### src/rtl/reg_wb_scoreboard.sv
// Writeback-address pipeline and register scoreboard: decodes each issued
// destination, shifts it to the register-file write port and flags RAW hazards.
module reg_wb_scoreboard #(
    parameter int unsigned ADDR_W    = 5,
    parameter int unsigned DEPTH     = 3,
    parameter int unsigned LINK_REG  = 31,
    parameter int unsigned BYPASS_WB = 0
) (
    input  logic                         clock,
    input  logic                         reset_n,
    input  logic                         issue_valid,
    input  logic                         alu_op,
    input  logic                         imm_op,
    input  logic                         jump_op,
    input  logic                         link,
    input  logic                         mem_op,
    input  logic                         store_op,
    input  logic [ADDR_W-1:0]            rs,
    input  logic [ADDR_W-1:0]            rt,
    input  logic [ADDR_W-1:0]            rd,
    input  logic                         flush,
    output logic                         stall,
    output logic                         wb_en,
    output logic [ADDR_W-1:0]            wb_addr,
    output logic [$clog2(DEPTH+1)-1:0]   pending
);

    localparam int unsigned CNT_W = $clog2(DEPTH + 1);
    // With a write-through register file the writeback slot cannot cause a hazard.
    localparam int unsigned CHK_N = (BYPASS_WB != 0) ? DEPTH - 1 : DEPTH;

    logic [DEPTH-1:0]             vld_q, vld_d;
    logic [DEPTH-1:0][ADDR_W-1:0] addr_q, addr_d;
    logic [CNT_W-1:0]             pending_q, pending_d;

    logic [ADDR_W-1:0] dest;
    logic              has_wr;
    logic              hit;
    logic              accept;

    // Destination decode in priority order.
    always_comb begin
        dest   = '0;
        has_wr = 1'b0;
        if (mem_op && !store_op) begin
            dest   = rt;
            has_wr = 1'b1;
        end else if (alu_op && imm_op) begin
            dest   = rt;
            has_wr = 1'b1;
        end else if (jump_op && link) begin
            dest   = ADDR_W'(LINK_REG);
            has_wr = 1'b1;
        end else if (alu_op) begin
            dest   = rd;
            has_wr = 1'b1;
        end
    end

    // Source match against in-flight destinations; r0 sources never match.
    always_comb begin
        hit = 1'b0;
        for (int unsigned i = 0; i < DEPTH; i++) begin
            if (i < CHK_N && vld_q[i]) begin
                if ((rs != '0 && addr_q[i] == rs) || (rt != '0 && addr_q[i] == rt)) begin
                    hit = 1'b1;
                end
            end
        end
    end

    assign stall  = issue_valid && !flush && hit;
    assign accept = issue_valid && !stall && !flush && has_wr && (dest != '0);

    always_comb begin
        vld_d     = '0;
        addr_d    = '0;
        pending_d = '0;
        vld_d[0]  = accept;
        addr_d[0] = accept ? dest : '0;
        for (int unsigned i = 1; i < DEPTH; i++) begin
            vld_d[i]  = flush ? 1'b0 : vld_q[i-1];
            addr_d[i] = flush ? '0   : addr_q[i-1];
        end
        for (int unsigned i = 0; i < DEPTH; i++) begin
            pending_d = pending_d + CNT_W'(vld_d[i]);
        end
    end

    always_ff @(posedge clock or negedge reset_n) begin
        if (!reset_n) begin
            vld_q     <= '0;
            addr_q    <= '0;
            pending_q <= '0;
        end else begin
            vld_q     <= vld_d;
            addr_q    <= addr_d;
            pending_q <= pending_d;
        end
    end

    assign wb_en   = vld_q[DEPTH-1];
    assign wb_addr = addr_q[DEPTH-1];
    assign pending = pending_q;

endmodule

### config.mk
export PLATFORM = sky130hd
export DESIGN_NAME = reg_wb_scoreboard
export DESIGN_NICKNAME = d
export VERILOG_FILES = /design/src/rtl/reg_wb_scoreboard.sv
export SDC_FILE = /design/constraint.sdc
export NUM_CORES = 1
export LEC_CHECK = 0
export ABC_AREA = 1
export BUFFER_PORTS_ARGS = -buffer_cell sky130_fd_sc_hd__buf_2
export CORE_UTILIZATION = 38
export CTS_BUF_LIST = sky130_fd_sc_hd__clkbuf_2 sky130_fd_sc_hd__clkbuf_4 sky130_fd_sc_hd__clkbuf_8
export DETAILED_ROUTE_END_ITERATION = 12
export PLACE_DENSITY = 0.63
export SLEW_MARGIN = 20
export SYNTH_ARGS = -nofsm -noshare
export SYNTH_HDL_FRONTEND = slang
export SYNTH_SLANG_ARGS = --single-unit
export TNS_END_PERCENT = 1
### constraint.sdc
create_clock -name clock -period 4.75 [get_ports clock]
set_input_delay 1.1875 -clock clock [delete_from_list [all_inputs] [get_ports clock]]
set_output_delay 1.1875 -clock clock [all_outputs]
set_load 0.01 [all_outputs]
==> flow_summary.yaml <==
run_status:
  status: "completed"
timing:
  layout_min_cycle_time_ps: 3470
  slew_headroom: 0.701
  max_slew.worst_pin.slew_ps: 448
  fmax_ghz: 0.288
  finalSetupViolCount: 0
  skew_ps: 3.19
  drv_slew: 0
  finalHoldViolCount: 0
  fin_tns_setup_ps: 0
  rsz0062_at_grt: "no"
  fin_crit_sh: 0.730
drt:
  routed_wl_microns: 2890
  via_per_inst: 4.27
  via_count: 1201
  wl_per_cell_microns: 10.3
  drt_iter0_markers: 73
  drc: 0
  ant_nets: 0
  drt-pass1-iter-count: 4
synth:
  syn_avg_cell_area_sq_um: 7.29
  ys_top_cells_by_area: "dfrtp_1 34%, nand2_1 15%, xnor2_1 7.7%, inv_1 7.6%, nor2_1 6.8%"
  syn_area_sq_um: 1490
  yosys.area.top_type_share: 0.337
  ys_seq_area_frac: 0.337
  synth_edf_count: 0
  synth_warnings: 0
  syn-num-nets: 230
  synthFlopType: "dfrtp_1"
  synth_cells: 204
  synth_top_cell_by_area: "dfrtp_1"
  synth_seq_cells: 20
  async_flop_share: 1.00
  synth.distinct_cells: 24
power_and_ir_drop:
  leakage_nw: 0.978
  worst_ir_drop_vdd_mv: 0.0889
  powerDensity_nw_per_um2: 237
finish:
  stdcell_count: 281
  design_area_sq_um: 1710
  antennaDiodeCount: 0
  final_nets: 260
  area_delta_synth_final_pct: 15.0
  fin_util: 0.460
  layout-drive-gt1-share: 0.292
floorplan:
  fp-row-count: 22
  die_w_microns: 64.5
  core_sq_um: 3720
  boundaryPins: 34
  initial_utilization: 0.400
  die_area_sq_um: 4170
  die_y_microns: 64.5
global_route:
  grt_pass1_vias: 1086
  groute.layer.met1.usage: 0.220
  grt-ovfl-total: 0
  grt_max_degree: 21
  globalRouteTotalUtil: 0.152
  antenna_found_initial: 0
  top_usage_layer: "met2"
  use_met3: 0.0176
  grt_use_met2: 0.221
  grt_pass1_wl_microns: 4800
clocking:
  cts_hold_buf: 0
  cts-resized-gates: 0
  cts_buffers: 3
  clock_path_buffers: 2
  clk_pin_slew_ps: 70
  post_cts_buffers: 0
  clock_latency_ps: 260
  cts_max_level: 1
  cts_tree: "done"
  cts_root_buf: "clkbuf_8"
  cts_sinks: 20
flow_run:
  maxCapViolations: 0
worst_setup_path:
  worstSetupStartpointType: "input pin"
  criticalPathCategory: "in2out"
  critPathMaxFanout: 7
  critical_path_arrival_ps: 2280
  cp-end-kind: "output port"
  crit_required_ps: 3560
  reg2reg_slack_ps: 2910
place:
  dpl_cell_area_sq_um: 1650
  gp_congestion: 0.823
  port_buffers: 33
  dp_cells: 277
  dp_hpwl_microns: 2340
hold_path:
  hold_class: "reg2reg"
-- final timing paths --
| path | from | endpoint | cells past startpoint |
|---|---|---|---|
| setup / recovery | rt[2] | stall | 12 |
| hold reg to reg | addr_q[9] | wb_addr[4] | 2 |
| max in group asynchronous | reset_n | addr_q[8] | 1 |
| hold / removal | addr_q[9] | wb_addr[4] | 2 |
| setup reg to reg | wb_addr[3] | pending[0] | 13 |
| min in group asynchronous | reset_n | addr_q[1] | 1 |
-- cell usage in the layout (no fill, tap or decap), types with 5 or more instances in the layout --
master	n
inv_1	30
nand2_1	61
inv_2	8
buf_2	33
xor2_1	9
nor2_1	27
nand2_2	6
nor3_2	5
xnor2_1	13
dfrtp_1	20
-- final cells by class --
| cell class | instances | area [sq um] |
|---|---|---|
| Timing Repair Buffer | 33 | 165 |
| Tap cell | 48 | 60.1 |
| Sequential cell | 20 | 500 |
| Multi-Input combinational cell | 138 | 786 |
| Fill cell | 406 | 2010 |
| Inverter | 38 | 143 |
| Clock buffer | 4 | 55.1 |
-- cells by family after synthesis --
group | synth area share
compound gates | 0.0185
xor+xnor | 0.130
fa+ha+maj | 0.0135
buf+inv | 0.135
flops | 0.337
simple gates | 0.367
-- routing by layer --
| layer | vias up | part of all wire |
|---|---|---|
| li1 | 648 | - |
| met4 | 0 | 0.020 |
| met3 | 5 | 0.038 |
| met5 | - | 0 |
| met2 | 35 | 0.41 |
| met1 | 513 | 0.53 |
-- Yosys cell counts (2+ instances only) --
| cell type | n |
|---|---|
| buf_4 | 5 |
| dfrtp_1 | 20 |
| inv_1 | 30 |
| inv_2 | 8 |
| nand2_1 | 61 |
| nand2_2 | 6 |
| nand3_1 | 2 |
| nand3_2 | 4 |
| nor2_1 | 27 |
| nor2_4 | 2 |
| nor3_2 | 5 |
| o21ai_2 | 2 |
| xnor2_1 | 13 |
| xor2_1 | 9 |
-- critical path: stages --
cell and delay [ps]:
buf_2 150, nor2_1 150, nand3_2 100, nand2_1 90, inv_2 30, nand3_1 50
nand2_1 60, nand2_2 70, nand3_4 130, nand2_1 90, inv_1 40, buf_2 130
-- power breakdown --
group	switching (mW)	internal (mW)	total, mW
Combinational	0.0536	0.0364	0.0901
Clock	0.0575	0.0739	0.131
Sequential	0.00636	0.177	0.184
-- state kept, by name (all words and copies together) (netlist names) --
signal   count
wb_addr      5
pending      2
addr_q      10
vld_q        3
-- per-stage QoR --
step	worst slack, ps	hold slack, ps	power [mW]
2_1_floorplan	1520	504	0.248
3_3_place_gp	1260	521	0.277
3_5_place_dp	1270	528	0.278
4_1_cts	1270	538	0.411
5_1_grt	1140	561	0.427
6_report	1280	538	0.405
Note: power is estimated with default switching activity, not from simulation.
